### src/rtl/rv_ctrl_pkg.sv
// Shared encodings for the multicycle RV32I-subset control unit: state codes,
// opcode values, ALUOp and ALU B-source selects, plus the retire rule.
package rv_ctrl_pkg;

    typedef enum logic [3:0] {
        FETCH     = 4'd0,
        DECODE    = 4'd1,
        EXEC_R    = 4'd2,
        EXEC_I    = 4'd3,
        MEM_ADDR  = 4'd4,
        MEM_READ  = 4'd5,
        MEM_WRITE = 4'd6,
        LOAD_WB   = 4'd7,
        ALU_WB    = 4'd8,
        BRANCH    = 4'd9,
        TRAP      = 4'd10
    } state_e;

    localparam logic [6:0] OP_R      = 7'b0110011;
    localparam logic [6:0] OP_I      = 7'b0010011;
    localparam logic [6:0] OP_LOAD   = 7'b0000011;
    localparam logic [6:0] OP_STORE  = 7'b0100011;
    localparam logic [6:0] OP_BRANCH = 7'b1100011;

    localparam logic [1:0] ALUOP_ADD = 2'b00;
    localparam logic [1:0] ALUOP_BR  = 2'b01;
    localparam logic [1:0] ALUOP_R   = 2'b10;
    localparam logic [1:0] ALUOP_I   = 2'b11;

    localparam logic [1:0] SRCB_RS2  = 2'b00;
    localparam logic [1:0] SRCB_FOUR = 2'b01;
    localparam logic [1:0] SRCB_IMM  = 2'b10;

    // A store retires only once memory accepts it; every other retiring
    // state finishes unconditionally on its way back to FETCH.
    function automatic logic retires(input logic [3:0] st, input logic ready);
        return (st == LOAD_WB) || (st == ALU_WB) || (st == BRANCH) ||
               ((st == MEM_WRITE) && ready);
    endfunction

endpackage

### src/rtl/mc_ctrl_decode.sv
// Output decoder for the multicycle controller: maps the current state (and
// mem_ready during FETCH) onto datapath selects and enables.
module mc_ctrl_decode (
    input  logic       reset_i,
    input  logic [3:0] state_i,
    input  logic       mem_ready_i,
    output logic       pc_write_o,
    output logic       pc_write_cond_o,
    output logic       pc_source_o,
    output logic       i_or_d_o,
    output logic       mem_read_o,
    output logic       mem_write_o,
    output logic       ir_write_o,
    output logic       mem_to_reg_o,
    output logic       reg_write_o,
    output logic       alu_src_a_o,
    output logic [1:0] alu_src_b_o,
    output logic [1:0] alu_op_o,
    output logic       illegal_instr_o
);
    import rv_ctrl_pkg::*;

    // Everything defaults low so reset and unused encodings come out inert.
    always_comb begin
        pc_write_o      = 1'b0;
        pc_write_cond_o = 1'b0;
        pc_source_o     = 1'b0;
        i_or_d_o        = 1'b0;
        mem_read_o      = 1'b0;
        mem_write_o     = 1'b0;
        ir_write_o      = 1'b0;
        mem_to_reg_o    = 1'b0;
        reg_write_o     = 1'b0;
        alu_src_a_o     = 1'b0;
        alu_src_b_o     = SRCB_RS2;
        alu_op_o        = ALUOP_ADD;
        illegal_instr_o = 1'b0;

        if (!reset_i) begin
            case (state_i)
                FETCH: begin
                    mem_read_o  = 1'b1;
                    alu_src_b_o = SRCB_FOUR;
                    ir_write_o  = mem_ready_i;
                    pc_write_o  = mem_ready_i;
                end
                DECODE: begin
                    alu_src_b_o = SRCB_IMM;
                end
                EXEC_R: begin
                    alu_src_a_o = 1'b1;
                    alu_op_o    = ALUOP_R;
                end
                EXEC_I: begin
                    alu_src_a_o = 1'b1;
                    alu_src_b_o = SRCB_IMM;
                    alu_op_o    = ALUOP_I;
                end
                MEM_ADDR: begin
                    alu_src_a_o = 1'b1;
                    alu_src_b_o = SRCB_IMM;
                end
                MEM_READ: begin
                    mem_read_o = 1'b1;
                    i_or_d_o   = 1'b1;
                end
                MEM_WRITE: begin
                    mem_write_o = 1'b1;
                    i_or_d_o    = 1'b1;
                end
                LOAD_WB: begin
                    reg_write_o  = 1'b1;
                    mem_to_reg_o = 1'b1;
                end
                ALU_WB: begin
                    reg_write_o = 1'b1;
                end
                BRANCH: begin
                    alu_src_a_o     = 1'b1;
                    alu_op_o        = ALUOP_BR;
                    pc_write_cond_o = 1'b1;
                    pc_source_o     = 1'b1;
                end
                TRAP: begin
                    illegal_instr_o = 1'b1;
                end
                default: ;
            endcase
        end
    end

endmodule

### src/rtl/multicycle_control.sv
// Main control FSM of the multicycle RV32I-subset core: sequences each
// instruction, latches load/store direction and counts retired instructions.
module multicycle_control #(
    parameter int CNT_W = 32
) (
    input  logic             clk,
    input  logic             reset,
    input  logic [6:0]       opcode,
    input  logic             mem_ready,
    output logic             pc_write,
    output logic             pc_write_cond,
    output logic             pc_source,
    output logic             i_or_d,
    output logic             mem_read,
    output logic             mem_write,
    output logic             ir_write,
    output logic             mem_to_reg,
    output logic             reg_write,
    output logic             alu_src_a,
    output logic [1:0]       alu_src_b,
    output logic             ALUOp1,
    output logic             ALUOp0,
    output logic             illegal_instr,
    output logic [CNT_W-1:0] instret,
    output logic [3:0]       state_dbg
);
    import rv_ctrl_pkg::*;

    logic [3:0]       state_q, state_d;
    logic             is_store_q, is_store_d;
    logic [CNT_W-1:0] instret_q, instret_d;
    logic [1:0]       alu_op;

    always_ff @(posedge clk) begin
        if (reset) begin
            state_q    <= FETCH;
            is_store_q <= 1'b0;
            instret_q  <= '0;
        end else begin
            state_q    <= state_d;
            is_store_q <= is_store_d;
            instret_q  <= instret_d;
        end
    end

    // Opcode is only trusted in DECODE; loads and stores share MEM_ADDR, so
    // opcode bit 5 is kept to pick the memory direction afterwards.
    always_comb begin
        state_d    = FETCH;
        is_store_d = is_store_q;
        instret_d  = instret_q;

        case (state_q)
            FETCH:     state_d = mem_ready ? DECODE : FETCH;
            DECODE: begin
                is_store_d = opcode[5];
                case (opcode)
                    OP_R:              state_d = EXEC_R;
                    OP_I:              state_d = EXEC_I;
                    OP_LOAD, OP_STORE: state_d = MEM_ADDR;
                    OP_BRANCH:         state_d = BRANCH;
                    default:           state_d = TRAP;
                endcase
            end
            EXEC_R:    state_d = ALU_WB;
            EXEC_I:    state_d = ALU_WB;
            MEM_ADDR:  state_d = is_store_q ? MEM_WRITE : MEM_READ;
            MEM_READ:  state_d = mem_ready ? LOAD_WB : MEM_READ;
            MEM_WRITE: state_d = mem_ready ? FETCH : MEM_WRITE;
            LOAD_WB:   state_d = FETCH;
            ALU_WB:    state_d = FETCH;
            BRANCH:    state_d = FETCH;
            TRAP:      state_d = FETCH;
            default:   state_d = FETCH;
        endcase

        if (retires(state_q, mem_ready)) begin
            instret_d = instret_q + CNT_W'(1);
        end
    end

    mc_ctrl_decode u_decode (
        .reset_i         (reset),
        .state_i         (state_q),
        .mem_ready_i     (mem_ready),
        .pc_write_o      (pc_write),
        .pc_write_cond_o (pc_write_cond),
        .pc_source_o     (pc_source),
        .i_or_d_o        (i_or_d),
        .mem_read_o      (mem_read),
        .mem_write_o     (mem_write),
        .ir_write_o      (ir_write),
        .mem_to_reg_o    (mem_to_reg),
        .reg_write_o     (reg_write),
        .alu_src_a_o     (alu_src_a),
        .alu_src_b_o     (alu_src_b),
        .alu_op_o        (alu_op),
        .illegal_instr_o (illegal_instr)
    );

    assign ALUOp1    = alu_op[1];
    assign ALUOp0    = alu_op[0];
    assign instret   = reset ? '0 : instret_q;
    assign state_dbg = reset ? 4'd0 : state_q;

    // The shared memory port can only serve one direction per cycle.
    assert property (@(posedge clk) disable iff (reset) !(mem_read && mem_write));

endmodule
### config.mk
export PLATFORM = sky130hd
export DESIGN_NAME = multicycle_control
export DESIGN_NICKNAME = d
export VERILOG_FILES = /design/src/rtl/rv_ctrl_pkg.sv /design/src/rtl/mc_ctrl_decode.sv /design/src/rtl/multicycle_control.sv
export SDC_FILE = /design/constraint.sdc
export NUM_CORES = 1
export LEC_CHECK = 0
export BUFFER_PORTS_ARGS = -buffer_cell sky130_fd_sc_hd__buf_2
export CAP_MARGIN = 20
export CORE_MARGIN = 4
export CORE_UTILIZATION = 52
export DETAILED_ROUTE_END_ITERATION = 7
export GPL_TIMING_DRIVEN = 0
export PLACE_DENSITY_LB_ADDON = 0.08
export SYNTH_ARGS = -nofsm -noshare
export SYNTH_HDL_FRONTEND = slang
export SYNTH_SLANG_ARGS = --single-unit
### constraint.sdc
create_clock -name clk -period 2.55 [get_ports clk]
set_input_delay 0.255 -clock clk [delete_from_list [all_inputs] [get_ports clk]]
set_output_delay 0.255 -clock clk [all_outputs]
set_load 0.02 [all_outputs]
==> report_table.html <==
<table>
<tr><th>Metric</th><th>Value</th></tr>
<tr><th colspan="2">Run status</th></tr>
<tr><td>Result of the run</td><td>finished clean</td></tr>
<tr><th colspan="2">GRT</th></tr>
<tr><td>Global route total overflow</td><td>0</td></tr>
<tr><td>Vias in the first global route</td><td>2,073</td></tr>
<tr><td>Met1 Track Usage GR</td><td>29.9%</td></tr>
<tr><td>Overall global routing resource usage</td><td>21.9%</td></tr>
<tr><td>Met3 capacity usage during global routing</td><td>5.01%</td></tr>
<tr><td>Antenna violations before repair</td><td>0</td></tr>
<tr><td>Layer with the highest usage</td><td>met2</td></tr>
<tr><td>Met2 track utilization from global routing</td><td>35.3%</td></tr>
<tr><td>First-pass GRT wire length</td><td>roughly 9700 um</td></tr>
<tr><td>Largest net degree at the start of global routing</td><td>12</td></tr>
<tr><th colspan="2">Critical path</th></tr>
<tr><td>Flop-to-flop setup slack</td><td>about 0.36 ns</td></tr>
<tr><td>Launching point of the worst reg2reg path</td><td>instret_q[3]</td></tr>
<tr><td>Worst path arrival time</td><td>2.09 ns</td></tr>
<tr><td>Delay of the slowest cell on the worst path</td><td>0.41 ns</td></tr>
<tr><td>Type of the setup path with the least slack</td><td>flop to primary output</td></tr>
<tr><td>Most prevalent standard cell on the critical path</td><td>clkbuf_1</td></tr>
<tr><td>Critical path's slowest cell</td><td>clkbuf_1</td></tr>
<tr><td>Worst r2r dst</td><td>instret_q[17]</td></tr>
<tr><td>Critical-path cell list</td><td>clkbuf_1, clkbuf_1, inv_1, nor4_1, buf_2</td></tr>
<tr><td>Critical path data required time</td><td>2.30 ns</td></tr>
<tr><td>Worst Reg2Reg Path Length in Cells</td><td>5</td></tr>
<tr><td>Type of element launching the critical path</td><td>flop</td></tr>
<tr><td>Crit path capture type</td><td>primary output</td></tr>
<tr><td>Largest fanout on the critical path</td><td>10</td></tr>
<tr><th colspan="2">Power</th></tr>
<tr><td>Leakage</td><td>about 1.3 nW</td></tr>
<tr><td>Maximum VDD drop</td><td>399 uV</td></tr>
<tr><td>Total power per unit cell area</td><td>443 nW/um2</td></tr>
<tr><th colspan="2">Yosys</th></tr>
<tr><td>Most used DFF post-synth</td><td>dfxtp_1</td></tr>
<tr><td>Sequential-to-total area share from yosys stat</td><td>31.0%</td></tr>
<tr><td>EDFF count, synth</td><td>0</td></tr>
<tr><td>Count of synthesis-stage warnings from yosys</td><td>0</td></tr>
<tr><td>Synthesized cell area</td><td>approximately 2400 um2</td></tr>
<tr><td>Number of instances in the synthesized netlist</td><td>~300</td></tr>
<tr><td>Area share of the largest cell type after synthesis</td><td>31.0%</td></tr>
<tr><td>Netlist cell types</td><td>45</td></tr>
<tr><td>Area contributors post-synth</td><td>dfxtp_1, mux2_1, nor2b_1, nor2_1, nor3_1</td></tr>
<tr><td>Share of flip-flops with an asynchronous set or reset</td><td>0%</td></tr>
<tr><td>Seq cells post-synth</td><td>37</td></tr>
<tr><td>Syn avg cell area</td><td>between 8 and 9 um2</td></tr>
<tr><td>Number of nets produced by synthesis</td><td>304</td></tr>
<tr><td>Leading area contributor after synthesis</td><td>dfxtp_1</td></tr>
<tr><th colspan="2">Routing</th></tr>
<tr><td>Iteration-0 DRC Markers</td><td>around 100</td></tr>
<tr><td>Final routed wire length divided by cell count</td><td>~15 um</td></tr>
<tr><td>First-pass DRT Iterations</td><td>5</td></tr>
<tr><td>Total detailed-routing wirelength</td><td>between 5000 and 6000 um</td></tr>
<tr><td>Drt drc</td><td>0</td></tr>
<tr><td>Number of antenna-violating nets in the routed design</td><td>0</td></tr>
<tr><td>Detailed-route via count</td><td>around 2,300</td></tr>
<tr><td>Average via count per standard cell</td><td>5.61</td></tr>
<tr><th colspan="2">STA</th></tr>
<tr><td>Final hold violation count</td><td>0</td></tr>
<tr><td>Post-route minimum period</td><td>2.34 ns</td></tr>
<tr><td>Final Slew Violations</td><td>0</td></tr>
<tr><td>Transition at the pin with the smallest max-transition slack</td><td>between 0.5 and 0.6 ns</td></tr>
<tr><td>RSZ-0062 raised after global routing</td><td>no</td></tr>
<tr><td>Clock skew</td><td>slightly below 0.005 ns</td></tr>
<tr><td>Setup violation total in the final timing report</td><td>0</td></tr>
<tr><td>Share of the cycle needed by the critical path after routing</td><td>91.8%</td></tr>
<tr><td>Achievable frequency</td><td>around 430 MHz</td></tr>
<tr><td>Worst-case headroom to the max-slew limit</td><td>65.3%</td></tr>
<tr><td>Summed negative setup slack over all endpoints</td><td>0 ns</td></tr>
<tr><th colspan="2">Floorplan</th></tr>
<tr><td>Die Y</td><td>75.8 um</td></tr>
<tr><td>Initial core utilization</td><td>a little over half</td></tr>
<tr><td>Boundary pin count</td><td>61</td></tr>
<tr><td>Placeable core region</td><td>4410 um2</td></tr>
<tr><td>Floorplan die width</td><td>between 70 and 80 um</td></tr>
<tr><td>Total Die Area</td><td>5750 um2</td></tr>
<tr><td>Row Count</td><td>24</td></tr>
<tr><th colspan="2">Hold path</th></tr>
<tr><td>Number of stages on the worst hold path</td><td>3</td></tr>
<tr><td>Endpoint, Worst Hold</td><td>is_store_q</td></tr>
<tr><td>Path class of the lowest-slack min-delay path</td><td>input port to flop</td></tr>
<tr><td>Hold Path Origin</td><td>opcode[5]</td></tr>
<tr><th colspan="2">CTS</th></tr>
<tr><td>Later-pin clock latency in the skew report</td><td>0.29 ns</td></tr>
<tr><td>Total of cells resized after clock tree synthesis</td><td>0</td></tr>
<tr><td>Number of buffers added to fix hold violations after cts</td><td>0</td></tr>
<tr><td>Postcts setup bufs</td><td>0</td></tr>
<tr><td>Clock-pin slew on the worst setup and hold paths</td><td>~0.080 ns</td></tr>
<tr><td>TritonCTS clock tree</td><td>done</td></tr>
<tr><td>TritonCTS sink count</td><td>37</td></tr>
<tr><td>CTS HTree Levels</td><td>2</td></tr>
<tr><td>Clock buffer depth</td><td>2</td></tr>
<tr><td>Total CTS buffers</td><td>5</td></tr>
<tr><td>Clock root buffer</td><td>clkbuf_8</td></tr>
<tr><th colspan="2">Finish</th></tr>
<tr><td>Synth-to-layout area growth</td><td>20.1%</td></tr>
<tr><td>Cell area after layout</td><td>2870 um2</td></tr>
<tr><td>Post-layout net count</td><td>371</td></tr>
<tr><td>Total of fill cells in the finished design</td><td>400</td></tr>
<tr><td>Ratio of cells with drive above 1 in the final layout</td><td>24.9%</td></tr>
<tr><td>N_diodes</td><td>0</td></tr>
<tr><th colspan="2">Placed design</th></tr>
<tr><td>Number of port buffers</td><td>60</td></tr>
<tr><td>Final weighted congestion of routability-driven global placement</td><td>0.858</td></tr>
<tr><td>Placement Cell Area</td><td>around 2800 um2</td></tr>
<tr><td>Post-detail-place hpwl</td><td>4490 um</td></tr>
<tr><th colspan="2">Flow run</th></tr>
<tr><td>Max-capacitance violation count</td><td>0</td></tr>
</table>
[routing by layer]
layer,wire [um],vias to the layer above
li1,-,1177
met1,2860,1076
met2,2760,57
met3,323,5
met4,51,0
met5,0,-
[Yosys cell counts (all sizes together) (2+ instances only)]
cell type and instances:
a211oi 4, a21oi 9, and2 3, and3 3, and4 4, buf 14, clkbuf 10, dfxtp 37
inv 8, mux2 25, mux2i 3, nand2 12, nand2b 5, nand3 10, nand4 8, nor2 39
nor2b 33, nor3 16, nor3b 3, nor4 16, o21ai 8, o32a 3, or3 5, or4 2
xor2 2
[cell families after synthesis]
logic type	share of synthesized area (%)
multiplexers	13.0
XOR/XNOR	1.10
adder cells (fa/ha/maj)	0.523
AO/OA/AOI/OAI	8.53
buffers and inverters	6.38
AND/OR/NAND/NOR	39.5
flip-flops	31.0
[placed cells by master, fill, tap and decap left out, types with 5 or more instances in the layout]
cell       n
a21oi_1    9
buf_2     65
clkbuf_1  11
clkbuf_8   6
dfxtp_1   37
inv_1      8
mux2_1    21
nand2_1   12
nand3_1   10
nand4_1    7
nor2_1    39
nor2b_1   33
nor3_1    16
nor4_1    11
o21ai_0    8
or3_1      5
[metrics by stage]
stage | cells | total power, mW | utilization [%] | hold slack (ns) | worst slack, ns
CTS | 413 | 1.28 | 65.1 | 0.255 | 0.225
finish | 413 | 1.27 | 65.1 | 0.253 | 0.210
floorplan | 293 | 0.709 | - | 0.402 | 0.278
global route | 413 | 1.33 | 65.1 | 0.288 | 0.0626
global placement | 405 | 0.754 | 62.4 | 0.500 | 0.262
detailed placement | 405 | 0.757 | 62.4 | 0.504 | 0.222
[worst max-delay path by stage]
stage	from	endpoint	slack, ns	cells after the start
floorplan	state_q[2]	pc_write	0.28	6
global placement	reset	reg_write	0.26	6
detailed placement	reset	reg_write	0.22	6
CTS	reset	reg_write	0.23	6
global route	reset	reg_write	0.06	6
finish	state_q[1]	mem_write	0.21	5
[where the power goes]
group | switching [mW] | internal, mW | leakage [nW]
clock network | 0.209 | 0.319 | 0.0585
registers | 0.00427 | 0.584 | 0.298
logic | 0.101 | 0.0543 | 0.895
[registers in the layout, indices dropped and copies added, names as in the netlist]
name	cells
is_store_q	1
state_q	4
instret_q	32
[final cells by class]
type,instances,area [um2],share of cell area [%]
Sequential cell,37,741,25.8
Multi-Input combinational cell,224,1500,52.1
Clock inverter,1,30.0,1.05
Tap cell,52,65.1,2.26
Inverter,8,30.0,1.05
Clock buffer,7,86.3,3.01
Buffer,24,123,4.27
Timing Repair Buffer,60,300,10.5
[critical path: cells and delay by family (launching register included)]
family	cells	cell delay, ns
buffers and inverters	4	1.15
AND/OR/NAND/NOR	1	0.31
flip-flops	1	0.32
No activity file was read; power rests on OpenSTA's default activity.
